## src/rtl/core_seq_pkg.sv

```systemverilog
// rtl/core_seq_pkg.sv - shared encodings for the RV32I multicycle sequencer
package core_seq_pkg;

    typedef enum logic [2:0] {
        ST_IDLE      = 3'd0,
        ST_FETCH     = 3'd1,
        ST_DECODE    = 3'd2,
        ST_EXECUTE   = 3'd3,
        ST_MEMORY    = 3'd4,
        ST_WRITEBACK = 3'd5,
        ST_TRAP      = 3'd6
    } seq_state_t;

    localparam logic [6:0] OP_OP       = 7'b0110011;
    localparam logic [6:0] OP_IMM      = 7'b0010011;
    localparam logic [6:0] OP_LOAD     = 7'b0000011;
    localparam logic [6:0] OP_STORE    = 7'b0100011;
    localparam logic [6:0] OP_BRANCH   = 7'b1100011;
    localparam logic [6:0] OP_JAL      = 7'b1101111;
    localparam logic [6:0] OP_JALR     = 7'b1100111;
    localparam logic [6:0] OP_LUI      = 7'b0110111;
    localparam logic [6:0] OP_AUIPC    = 7'b0010111;
    localparam logic [6:0] OP_MISC_MEM = 7'b0001111;
    localparam logic [6:0] OP_SYSTEM   = 7'b1110011;

    localparam logic [1:0] PC_SEL_PLUS4 = 2'b00;
    localparam logic [1:0] PC_SEL_REL   = 2'b01;
    localparam logic [1:0] PC_SEL_JALR  = 2'b10;

    localparam logic [1:0] CAUSE_SYSTEM   = 2'b00;
    localparam logic [1:0] CAUSE_FETCH_TO = 2'b01;
    localparam logic [1:0] CAUSE_DATA_TO  = 2'b10;
    localparam logic [1:0] CAUSE_ILLEGAL  = 2'b11;

    // SYSTEM is deliberately excluded: it is handled as its own trap cause
    function automatic logic is_legal_opcode(input logic [6:0] op);
        case (op)
            OP_OP, OP_IMM, OP_LOAD, OP_STORE, OP_BRANCH,
            OP_JAL, OP_JALR, OP_LUI, OP_AUIPC, OP_MISC_MEM: is_legal_opcode = 1'b1;
            default:                                         is_legal_opcode = 1'b0;
        endcase
    endfunction

endpackage

```

## src/rtl/mem_wait_timer.sv

```systemverilog
// rtl/mem_wait_timer.sv - consecutive wait-cycle counter for memory acknowledges
module mem_wait_timer #(
    parameter int MEM_TIMEOUT = 16
) (
    input  logic i_clk,
    input  logic i_clear,
    input  logic i_count_en,
    output logic o_expired
);

    localparam int CW = $clog2(MEM_TIMEOUT) + 1;

    logic [CW-1:0] r_wait_cnt;

    // count unacknowledged wait cycles; clear dominates so a fresh wait always starts at zero
    always_ff @(posedge i_clk) begin
        if (i_clear) begin
            r_wait_cnt <= '0;
        end else if (i_count_en) begin
            r_wait_cnt <= r_wait_cnt + {{(CW-1){1'b0}}, 1'b1};
        end
    end

    // expired marks the last cycle the requester may still wait for an ack
    assign o_expired = (r_wait_cnt == CW'(MEM_TIMEOUT - 1));

endmodule

```

## src/rtl/core_sequencer.sv

```systemverilog
// rtl/core_sequencer.sv - multicycle FETCH/DECODE/EXECUTE/MEMORY/WRITEBACK control sequencer
module core_sequencer
    import core_seq_pkg::*;
#(
    parameter int MEM_TIMEOUT   = 16,
    parameter int INSTRET_WIDTH = 32
) (
    input  logic                     pll_1_200MHz,
    input  logic                     pll_1_reset_synced,
    input  logic                     run_enable,
    input  logic                     imem_ack,
    input  logic                     dmem_ack,
    input  logic [6:0]               opcode,
    input  logic                     ctl_reg_write,
    input  logic                     ctl_mem_read,
    input  logic                     ctl_mem_write,
    input  logic                     ctl_branch,
    input  logic                     ctl_jump,
    input  logic                     branch_taken,
    output logic                     imem_req,
    output logic                     ir_load,
    output logic                     dmem_req,
    output logic                     dmem_we,
    output logic                     reg_write_en,
    output logic                     pc_write,
    output logic [1:0]               pc_sel,
    output logic                     trap,
    output logic [1:0]               trap_cause,
    output logic [INSTRET_WIDTH-1:0] instret,
    output logic [2:0]               seq_state
);

    seq_state_t               r_state;
    logic [INSTRET_WIDTH-1:0] r_instret;
    logic [1:0]               r_trap_cause;

    logic w_expired;
    logic w_wait_clear;
    logic w_wait_count;

    // one timer serves both waits; it is held clear outside FETCH/MEMORY so each entry starts fresh
    assign w_wait_clear = pll_1_reset_synced ||
                          !((r_state == ST_FETCH) || (r_state == ST_MEMORY));
    assign w_wait_count = ((r_state == ST_FETCH)  && !imem_ack) ||
                          ((r_state == ST_MEMORY) && !dmem_ack);

    mem_wait_timer #(
        .MEM_TIMEOUT (MEM_TIMEOUT)
    ) u_wait_timer (
        .i_clk      (pll_1_200MHz),
        .i_clear    (w_wait_clear),
        .i_count_en (w_wait_count),
        .o_expired  (w_expired)
    );

    // main sequencer: reset wins everywhere, TRAP is left only through reset
    always_ff @(posedge pll_1_200MHz) begin
        if (pll_1_reset_synced) begin
            r_state      <= ST_IDLE;
            r_instret    <= '0;
            r_trap_cause <= CAUSE_SYSTEM;
        end else begin
            case (r_state)
                ST_IDLE: begin
                    if (run_enable) r_state <= ST_FETCH;
                end
                ST_FETCH: begin
                    if (imem_ack) begin
                        r_state <= ST_DECODE;
                    end else if (w_expired) begin
                        r_state      <= ST_TRAP;
                        r_trap_cause <= CAUSE_FETCH_TO;
                    end
                end
                ST_DECODE: begin
                    if (opcode == OP_SYSTEM) begin
                        r_state      <= ST_TRAP;
                        r_trap_cause <= CAUSE_SYSTEM;
                    end else if (is_legal_opcode(opcode)) begin
                        r_state <= ST_EXECUTE;
                    end else begin
                        r_state      <= ST_TRAP;
                        r_trap_cause <= CAUSE_ILLEGAL;
                    end
                end
                ST_EXECUTE: begin
                    r_state <= (ctl_mem_read || ctl_mem_write) ? ST_MEMORY : ST_WRITEBACK;
                end
                ST_MEMORY: begin
                    if (dmem_ack) begin
                        r_state <= ST_WRITEBACK;
                    end else if (w_expired) begin
                        r_state      <= ST_TRAP;
                        r_trap_cause <= CAUSE_DATA_TO;
                    end
                end
                ST_WRITEBACK: begin
                    r_instret <= r_instret + {{(INSTRET_WIDTH-1){1'b0}}, 1'b1};
                    r_state   <= run_enable ? ST_FETCH : ST_IDLE;
                end
                ST_TRAP: begin
                    r_state <= ST_TRAP;
                end
                default: begin
                    r_state <= ST_IDLE;
                end
            endcase
        end
    end

    // strobes and requests decode directly from state so they align with the acks of the same cycle
    always_comb begin
        imem_req     = 1'b0;
        ir_load      = 1'b0;
        dmem_req     = 1'b0;
        dmem_we      = 1'b0;
        reg_write_en = 1'b0;
        pc_write     = 1'b0;
        pc_sel       = PC_SEL_PLUS4;
        case (r_state)
            ST_FETCH: begin
                imem_req = 1'b1;
                ir_load  = imem_ack;
            end
            ST_MEMORY: begin
                dmem_req = 1'b1;
                dmem_we  = ctl_mem_write;
            end
            ST_WRITEBACK: begin
                reg_write_en = ctl_reg_write;
                pc_write     = 1'b1;
                if (ctl_jump && (opcode == OP_JALR)) begin
                    pc_sel = PC_SEL_JALR;
                end else if (ctl_jump || (ctl_branch && branch_taken)) begin
                    pc_sel = PC_SEL_REL;
                end
            end
            default: begin
            end
        endcase
    end

    assign trap       = (r_state == ST_TRAP);
    assign trap_cause = r_trap_cause;
    assign instret    = r_instret;
    assign seq_state  = r_state;

endmodule
```

## config.mk

```make
export PLATFORM = sky130hd
export DESIGN_NAME = core_sequencer
export DESIGN_NICKNAME = d
export VERILOG_FILES = /design/src/rtl/core_seq_pkg.sv /design/src/rtl/mem_wait_timer.sv /design/src/rtl/core_sequencer.sv
export SDC_FILE = /design/constraint.sdc
export NUM_CORES = 1
export LEC_CHECK = 0
export BUFFER_PORTS_ARGS = -buffer_cell sky130_fd_sc_hd__buf_4
export CORE_MARGIN = 1
export CORE_UTILIZATION = 52
export DETAILED_ROUTE_END_ITERATION = 10
export GPL_TIMING_DRIVEN = 0
export PLACE_DENSITY = 0.79
export RECOVER_POWER = 25
export SYNTH_ARGS = -nofsm -noshare
export SYNTH_HDL_FRONTEND = slang
export SYNTH_SLANG_ARGS = --single-unit
```

## constraint.sdc

```tcl
create_clock -name pll_1_200MHz -period 4.1 [get_ports pll_1_200MHz]
set_clock_uncertainty 0.1 [all_clocks]
set_input_delay 0.82 -clock pll_1_200MHz [delete_from_list [all_inputs] [get_ports pll_1_200MHz]]
set_output_delay 0.82 -clock pll_1_200MHz [all_outputs]
set_load 0.005 [all_outputs]
```

Yosys cells after proc, flatten, opt, wreduce, memory -nomap -nowiden
Index checks and enable logic that the tools add are counted.

Output and inout bits: 46. Input bits: 18. Register bits: 42.

Reductions and logical operators: 16. Mux-type cells: 29. Equal/unequal tests: 24. Add/subtract/negate cells: 2.

Operators with widths (number): $add 32x1->32 const B (1); $eq 7x7->1 const B (4); $eq 7x6->1 const B (3); $pmux 3 s7 (1); $mux 3 (6); $mux 2 (8); $eq 7x5->1 const B (2); $mux 1 (13); $reduce_or 10->1 (1); $eq 3x3->1 const B (3); $eq 7x2->1 const B (1); $eq 7x4->1 const B (1); $eq 3x2->1 const B (2); $ne 2x2->1 const B (3); $pmux 2 s3 (1); $reduce_and 6->1 (1); $add 5x1->5 const B (1); $eq 5x4->1 const B (1); $logic_or 1x1->1 (5); $logic_and 1x1->1 (4); $ne 2x1->1 const B (2); $eq 3x1->1 const B (1); $logic_not 1->1 (3); $logic_not 3->1 (1); 2 further kinds (2).

Depth between registers and ports, before layout
Gate-level depths: netlist (run 1).

Depth in word-level cells: 9. Depth in mapped cells: 8. Gate-level depth less buffers: 8.

Hierarchy
From an unflattened synthesis (run 1), not the netlist that was laid out.

Cell total of the unflattened synthesis: 266. Area total of the unflattened synthesis: 2244.7 um^2.

Modules (own cells, without submodules): core_sequencer (sequential area each 740.7 um^2, area an instance 1991.9 um^2, cells each 243, instances 1); mem_wait_timer (sequential area each 100.1 um^2, area an instance 252.7 um^2, cells each 23, instances 1).

Worst setup path after synthesis (run 1)
OpenSTA, ideal clock, no wires.

Path type: input port to output port. Start: input opcode[5]. End: output pc_sel[0]. Data arrival time: 1.306 ns. Buffers on the path: 0. Cell stages on the path: 5. Required time: 3.180 ns. Setup slack: 1.874 ns. Cell sequence: nand4_1 > nor2_1 > nand2_1 > a21oi_1 > nor2b_1.

Longest elaborated chain between the ends: 4.

RTL lines: from (decl) (line core_sequencer.sv:13) `input logic [6:0] opcode,`; $eq 7x7->1 (line core_sequencer.sv:132) `if (ctl_jump && (opcode == OP_JALR)) begin`; $logic_and 1x1->1 (line core_sequencer.sv:132); $mux 2 (line core_sequencer.sv:132); $mux 2 (line core_sequencer.sv:120) `case (r_state)`; to (decl) (line core_sequencer.sv:26) `output logic [1:0] pc_sel,`.

No other way between the ends.

Worst setup path after layout (run 1)
Ends and elaborated chain as after synthesis.

==> results of run 1 <==
-- worst paths after layout --
check | cells after the start | slack, ns | end | startpoint
setup / recovery | 7 | 1.61 | pc_sel[0] | opcode[5]
hold reg to reg | 1 | 0.39 | trap_cause[0]$_SDFFE_PP0P_ | trap_cause[0]$_SDFFE_PP0P_
setup reg to reg | 4 | 2.13 | instret[31]$_SDFFE_PP0P_ | instret[2]$_SDFFE_PP0P_
hold / removal | 1 | 0.39 | trap_cause[0]$_SDFFE_PP0P_ | trap_cause[0]$_SDFFE_PP0P_
-- Yosys cell counts (2+ instances only) --
cell type	n	share of area (%)
and3_1	3	0.84
xor2_1	6	2.3
a21oi_1	5	1.1
or3_1	4	1.1
dfxtp_1	42	38
nor3_1	11	2.5
o21ai_0	5	1.1
clkbuf_1	5	0.84
nor3b_2	2	1.1
a31oi_1	2	0.56
o21bai_1	3	1.0
nor2b_1	4	1.1
mux2i_1	3	1.3
nand4_1	9	2.5
nand2b_1	2	0.56
nor4_1	4	1.1
buf_2	3	0.67
a211oi_1	3	1.0
inv_1	13	2.2
nand3_1	7	1.6
ha_1	3	1.7
nor4_2	7	3.9
xnor2_1	24	9.4
and4_1	3	1.2
and2_1	5	1.4
a2bb2oi_1	2	0.78
buf_4	2	0.67
nand2_1	14	2.3
nor2_1	42	7.0
-- worst max-delay path: stages --
cell	delay [ns]
buf_4	0.08
nand4_1	0.11
nor2_1	0.13
nand2_1	0.09
a21oi_1	0.15
nor2b_1	0.06
buf_4	0.13
-- logic make-up after synthesis --
logic type      count (synthesis)
simple gates                  125
flops                          42
fa+ha+maj                       3
xor+xnor                       30
mux                             5
compound gates                 28
buf+inv                        24
-- final cells by class --
| class | count | area (µm²) | area share, % |
|---|---|---|---|
| repair buffers | 63 | 469 | 16.3 |
| multi-input cells | 191 | 1290 | 44.7 |
| clock buffers | 6 | 82.6 | 2.86 |
| plain buffers | 11 | 60.1 | 2.08 |
| flip-flops and latches | 42 | 841 | 29.2 |
| inverters | 13 | 48.8 | 1.69 |
| clock inverters | 1 | 30.0 | 1.04 |
| well taps | 50 | 62.6 | 2.17 |
-- stage by stage --
step	cell area [µm²]	power (mW)
after global routing	2880	0.986
after floorplan	2240	0.549
after detailed placement	2770	0.623
after global placement	2770	0.619
after CTS	2890	0.952
final	2880	0.945
-- per-layer routing --
metal  global-route usage (%)  up-vias  part of all wire [%]
met2                     37.9       47                    47
met5                        0        -                     0
met1                     28.3      960                    47
met3                     6.08        6                   5.1
li1                         -     1041                     -
met4                     6.91        0                  0.96
-- flip-flops by register name (all words and copies together) (netlist names) --
signal	cells
u_wait_timer.r_wait_cnt	5
instret	32
trap_cause	2
seq_state	3
-- report_power, final --
part / internal, mW / total [mW] / switching (mW)
Clock: 0.195 / 0.331 / 0.136
Sequential: 0.423 / 0.434 / 0.0117
Combinational: 0.0847 / 0.179 / 0.0946
Total: 0.702 / 0.945 / 0.242
==> metrics.cfg, run 1 <==
[finish]
fillers = 336
drive_gt1_share_pct = 27.5
final_common_cell = buf_4
finish.utilization_pct = 71.0
final_cells = 377
n_antenna_cell = 0
final_cell_mix = buf_4, nor2_1, dfxtp_1
nets = 348
areaGrowthSynthToFinish_pct = 28.8

[cts]
clockRootBuffer = clkbuf_8
insertion_delay_ns = 0.29
cts.repair.resized = 0
cts-hold-fix-buffers = 0
cts_made_buffers = 5
cts_setup_buffers = 0
htree_num_levels = 2
cts_buffer_depth = 2
path_clk_slew_ns = 0.07
cts_tree = done
cts.sinks = 42

[timing]
fin_crit_sh_pct = 60.7
rsz0062_at_grt = false
fmax_mhz = 402
layout_setup_ws_ns = 1.61
final_hold_viol_count = 0
period_needed_ns = 2.49
slew_viol_final = 0
fin_tns_setup_ns = 0
setup_violations = 0
fin_hold_ws_ns = 0.393
slew_headroom_pct = 62.8
tightest_slew_ns = 0.551

[detailed_routing]
wl_per_cell_um = 13.0
drtIter0Drc = 52
vias = 2054
drc = 0
wl_um = 4910
dr.pass1.iters = 4
final_antenna_net_count = 0
viasPerCell = 5.45

[grt]
grt_pass1_wl_um = 7880
grt_pass1_vias = 1813
antenna_found_initial = 0
track_usage_pct = 22.7
grt_max_degree = 13
grt.overflow.total = 0

[placed_design]
place_ws_ns = 1.60
dp_hpwl_um = 3670
routabilityCongestion = 0.843
dpl.cell_count = 370
port_buffers = 63

[synthesis]
synth_seq_area_share_pct = 37.6
synth_compound_area_share_pct = 8.55
synthAdderAreaFrac_pct = 1.68
ys.flop_type = dfxtp_1
synth_cell_types = 48
synth_xor_xnor_area_share_pct = 11.7
synth-seq-cells = 42
synthSimpleGateAreaFrac_pct = 33.3
async_flop_share_pct = 0
syn_inst = 257
post_synth.cell_area_avg_um2 = 8.71
syn_area_um2 = 2240
synth_edf_count = 0
synthMuxAreaShare_pct = 2.35
synth_top_family_by_area = simple AND/OR/NAND/NOR gates
yosysWarnings = 0
syn-num-nets = 278

[floorplan]
start_util_pct = 55.2
dieArea_um2 = 4570
rows = 23
fp.dieH_um = 67.6
io_pins = 64
dieWidth_um = 67.6
fp.coreArea_um2 = 4060

[setup_path]
worstPathRequired_ns = 3.18
crit_fanout = 2
worstPathArrival_ns = 1.57
cp-start-kind = primary input
path_class = primary input to output pin
endpoint_kind = output pin

[flow_run]
max_cap_violations = 0

[pwr]
power_leakage_nw = 1.12
power_density_nw_per_um2 = 328
irDropWorstVdd_v = 0.000245

[status]
status = completed

[min_path]
hp-class = register to register

Note: power is estimated with default switching activity, not from simulation.
==> run 2: changes to the inputs <==
--- a/config.mk
+++ b/config.mk
@@ -7,10 +7,10 @@
 export LEC_CHECK = 0
 export BUFFER_PORTS_ARGS = -buffer_cell sky130_fd_sc_hd__buf_4
 export CORE_MARGIN = 1
-export CORE_UTILIZATION = 52
+export CORE_UTILIZATION = 47
 export DETAILED_ROUTE_END_ITERATION = 10
 export GPL_TIMING_DRIVEN = 0
-export PLACE_DENSITY = 0.79
+export PLACE_DENSITY = 0.75
 export RECOVER_POWER = 25
 export SYNTH_ARGS = -nofsm -noshare
 export SYNTH_HDL_FRONTEND = slang
==> constraint.sdc (replaced) <==
create_clock -name pll_1_200MHz -period 2.1 [get_ports pll_1_200MHz]
set_clock_uncertainty 0.1 [all_clocks]
set_input_delay 0.42 -clock pll_1_200MHz [delete_from_list [all_inputs] [get_ports pll_1_200MHz]]
set_output_delay 0.42 -clock pll_1_200MHz [all_outputs]
set_load 0.005 [all_outputs]
==> metrics.cfg, run 2 (synthesis results as in run 1) <==
[status]
status = complete, but fails checks
violations = design-rule violations

[grt]
track_usage_pct = 19.9
grt_pass1_wl_um = 7950
grt_max_degree = 12
grt.overflow.total = 0
grt_pass1_vias = 1793
antenna_found_initial = 0

[cts]
cts-hold-fix-buffers = 0
insertion_delay_ns = 0.29
clockRootBuffer = clkbuf_8
cts.sinks = 42
htree_num_levels = 2
cts_tree = done
cts_buffer_depth = 2
path_clk_slew_ns = 0.07
cts_made_buffers = 5

[setup_path]
cp-start-kind = register
r2r-start = instret[2]$_SDFFE_PP0P_
cp-startpoint = seq_state[0]$_SDFFE_PP0P_
worst-r2r-cell-count = 4
path_class = register to output pin
endpoint_kind = output pin
crit_fanout = 10
worstPathRequired_ns = 1.58
worstPathArrival_ns = 1.43

[floorplan]
fp.dieH_um = 71.0
start_util_pct = 50.0
dieWidth_um = 71.0
rows = 24
fp.coreArea_um2 = 4470
dieArea_um2 = 5040
io_pins = 64

[timing]
final_hold_viol_count = 0
fin_crit_sh_pct = 93.0
fin_hold_ws_ns = 0.338
setup_violations = 0
tightest_slew_ns = 0.565
fmax_mhz = 512
fin_tns_setup_ns = 0
slew_headroom_pct = 61.9
slew_viol_final = 0
rsz0062_at_grt = false
period_needed_ns = 1.95

[finish]
final_common_cell = buf_4
final_cell_mix = buf_4, nor2_1, dfxtp_1
areaGrowthSynthToFinish_pct = 27.6
nets = 348
drive_gt1_share_pct = 26.6
final_area_um2 = 2860
largest_reg_flops = 32
n_antenna_cell = 0

[pwr]
power_density_nw_per_um2 = 590
irDropWorstVdd_v = 0.000407
power_leakage_nw = 1.09

[flow_run]
max_cap_violations = 0

[detailed_routing]
dr.pass1.iters = 10
final_antenna_net_count = 0
drc = 2
drtIter0Drc = 124
wl_um = 4810
viasPerCell = 5.40
wl_per_cell_um = 12.7
vias = 2046

[placed_design]
dp_hpwl_um = 3680
place_area_um2 = 2780
port_buffers = 63
routabilityCongestion = 0.892

[min_path]
hp-class = primary input to register
min_path_cells = 3
worstHoldStart = run_enable

==> run 2: critical path, cell delays in order (launching register included) <==
cell	delay, ns
dfxtp_1	0.34
buf_2	0.19
nor3b_4	0.32
and2_1	0.18
buf_4	0.10
==> run 2: cell type report <==
class / count / area (µm²)
tap: 52 / 65.1
multi-input combinational: 191 / 1300
buffer: 11 / 61.3
timing repair buffer: 63 / 462
fill: 408 / 1620
sequential: 42 / 841
inverter: 13 / 48.8
clock buffer: 7 / 76.3
==> run 2: final timing paths <==
kind	endpoint	slack (ns)
max reg2reg	instret[31]$_SDFFE_PP0P_	0.22
min	seq_state[0]$_SDFFE_PP0P_	0.34
min reg2reg	trap_cause[1]$_SDFFE_PP0P_	0.39
max	dmem_we	0.15
==> run 2: layer usage <==
metal	up-vias	global-route usage [%]	wire length, µm
met5	-	0	0
met4	0	7.11	112
met3	12	5.84	183
met2	52	31.3	2230
met1	942	25.9	2290
li1	1040	-	-
==> run 2: power by group <==
group / switching [mW] / total [mW] / internal, mW
combinational: 0.187 / 0.359 / 0.172
sequential: 0.0220 / 0.848 / 0.826
clock: 0.250 / 0.479 / 0.229
total: 0.459 / 1.69 / 1.23
==> run 2: timing repair <==
action	in CTS	in global routing
gates resized for setup	0	4
setup endpoints to repair	0	2
buffers inserted	0	0
==> run 2: through the flow <==
| stage | std cells | power, mW | utilization [%] | setup WS, ns |
|---|---|---|---|---|
| finish | 379 | 1.69 | 63.8 | 0.148 |
| detailed placement | 372 | 1.21 | 62.1 | 0.142 |
| global route | 379 | 1.78 | 63.8 | 0.0551 |
| global placement | 372 | 1.21 | 62.1 | 0.185 |
| CTS | 379 | 1.70 | 63.8 | 0.0692 |
| floorplan | 257 | 1.07 | - | 0.404 |
==> run 3: changes to the inputs <==
--- a/config.mk
+++ b/config.mk
@@ -7,10 +7,10 @@
 export LEC_CHECK = 0
 export BUFFER_PORTS_ARGS = -buffer_cell sky130_fd_sc_hd__buf_4
 export CORE_MARGIN = 1
-export CORE_UTILIZATION = 47
+export CORE_UTILIZATION = 52
 export DETAILED_ROUTE_END_ITERATION = 10
 export GPL_TIMING_DRIVEN = 0
-export PLACE_DENSITY = 0.75
+export PLACE_DENSITY = 0.79
 export RECOVER_POWER = 25
 export SYNTH_ARGS = -nofsm -noshare
 export SYNTH_HDL_FRONTEND = slang
==> constraint.sdc (replaced) <==
create_clock -name pll_1_200MHz -period 2.5 [get_ports pll_1_200MHz]
set_clock_uncertainty 0.1 [all_clocks]
set_input_delay 0.5 -clock pll_1_200MHz [delete_from_list [all_inputs] [get_ports pll_1_200MHz]]
set_output_delay 0.5 -clock pll_1_200MHz [all_outputs]
set_load 0.005 [all_outputs]
==> metrics.cfg, run 3 (synthesis results as in run 1) <==
[status]
status = completed

[timing]
slew_viol_final = 0
layout_setup_ws_ns = 0.370
rsz0062_at_grt = false
final_hold_viol_count = 0
tightest_slew_ns = 0.556
fin_tns_setup_ns = 0
fin_hold_ws_ns = 0.393
period_needed_ns = 2.13
fin_crit_sh_pct = 85.2
setup_violations = 0
slew_headroom_pct = 62.4
fmax_mhz = 470

[placed_design]
place_ws_ns = 0.444
place_area_um2 = 2770
dp_hpwl_um = 3670
routabilityCongestion = 0.843
port_buffers = 63

[setup_path]
crit_fanout = 10
worst-path-buf-inv = 2
crit_path_max_incr_delay_ns = 0.41
worstPathRequired_ns = 1.90
path_class = register to output pin
endpoint_kind = output pin
path_cells = buf_2 -> nor3b_2 -> and2_1 -> buf_4
worst-r2r-cell-count = 4
critical_path.top_delay_family = simple AND/OR/NAND/NOR gates
path_depth = 4
worstPathArrival_ns = 1.53
crit_slowest_cell = nor3b_2
cp-start-kind = register

[finish]
final_common_cell = buf_4
nets = 348
largest_reg_flops = 32
n_antenna_cell = 0
final_cell_mix = buf_4, nor2_1, dfxtp_1
drive_gt1_share_pct = 27.5
final_area_um2 = 2880
areaGrowthSynthToFinish_pct = 28.8

[floorplan]
io_pins = 64
start_util_pct = 55.2
fp.dieH_um = 67.6
rows = 23
dieArea_um2 = 4570
dieWidth_um = 67.6
fp.coreArea_um2 = 4060

[detailed_routing]
drtIter0Drc = 51
dr.pass1.iters = 4
final_antenna_net_count = 0
vias = 2053
wl_um = 4910
wl_per_cell_um = 13.0
drc = 0
viasPerCell = 5.45

[cts]
cts.sinks = 42
cts-hold-fix-buffers = 0
clockRootBuffer = clkbuf_8
cts.repair.resized = 0
cts_tree = done
cts_setup_buffers = 0
path_clk_slew_ns = 0.07
htree_num_levels = 2
cts_buffer_depth = 2
cts_made_buffers = 5
insertion_delay_ns = 0.29

[min_path]
min_path_cells = 1
hp-class = register to register

[grt]
antenna_found_initial = 0
grt.overflow.total = 0
grt_pass1_wl_um = 7880
grt_pass1_vias = 1813
track_usage_pct = 22.7
grt_max_degree = 13

[flow_run]
max_cap_violations = 0

[pwr]
power_leakage_nw = 1.12
irDropWorstVdd_v = 0.000401
power_density_nw_per_um2 = 537

run 3: cell count changes in the layout (fill, tap and decap cells not counted):
cell       previous run  this run
clkbuf_1              9         6
clkbuf_8              5         6
bufinv_16             0         1
nor3b_4               2         0
clkbuf_2              1         0
clkbuf_4             19        21
nor3b_2               0         2
run 3: power breakdown:
part / leakage [nW] / internal [mW] / total [mW] / switching, mW
clock: 0.0573 / 0.319 / 0.542 / 0.223
combinational: 0.720 / 0.139 / 0.294 / 0.155
sequential: 0.339 / 0.693 / 0.713 / 0.0191
total: 1.12 / 1.15 / 1.55 / 0.397
run 3: final timing paths:
| kind | start | to | slack (ns) |
|---|---|---|---|
| worst min register to register | trap_cause[0]$_SDFFE_PP0P_ | trap_cause[0]$_SDFFE_PP0P_ | 0.39 |
| worst min-delay path | trap_cause[0]$_SDFFE_PP0P_ | trap_cause[0]$_SDFFE_PP0P_ | 0.39 |
| worst max register to register | instret[2]$_SDFFE_PP0P_ | instret[31]$_SDFFE_PP0P_ | 0.53 |
| worst max-delay path | seq_state[0]$_SDFFE_PP0P_ | dmem_we | 0.37 |
run 3: layer usage:
layer | global-route usage, % | up-vias | share of wire [%]
met4 | 6.91 | 0 | 0.96
li1 | - | 1042 | -
met5 | 0 | - | 0
met1 | 28.3 | 960 | 47
met2 | 37.9 | 45 | 47
met3 | 6.08 | 6 | 5.1
run 3: layout make-up:
| cell class | count | area, µm² |
|---|---|---|
| clock buffers | 6 | 82.6 |
| inverters | 13 | 48.8 |
| repair buffers | 63 | 469 |
| fillers | 336 | 1170 |
| multi-input cells | 191 | 1290 |
| clock inverters | 1 | 30.0 |
| flip-flops and latches | 42 | 841 |
| well taps | 50 | 62.6 |
| plain buffers | 11 | 60.1 |
run 3: per-stage QoR:
| step | total power [mW] | utilization, % | instances |
|---|---|---|---|
| 6_report | 1.55 | 71.0 | 377 |
| 3_3_place_gp | 1.02 | 68.4 | 370 |
| 4_1_cts | 1.56 | 71.1 | 377 |
| 2_1_floorplan | 0.901 | - | 257 |
| 3_5_place_dp | 1.02 | 68.4 | 370 |
| 5_1_grt | 1.62 | 71.0 | 377 |
run 3: worst reg2reg max path, stage by stage, from the launching register on:
cell and delay (ns):
dfxtp_1 0.49, and3_1 0.27, nand2_1 0.23, nor4_1 0.42, mux2_1 0.36
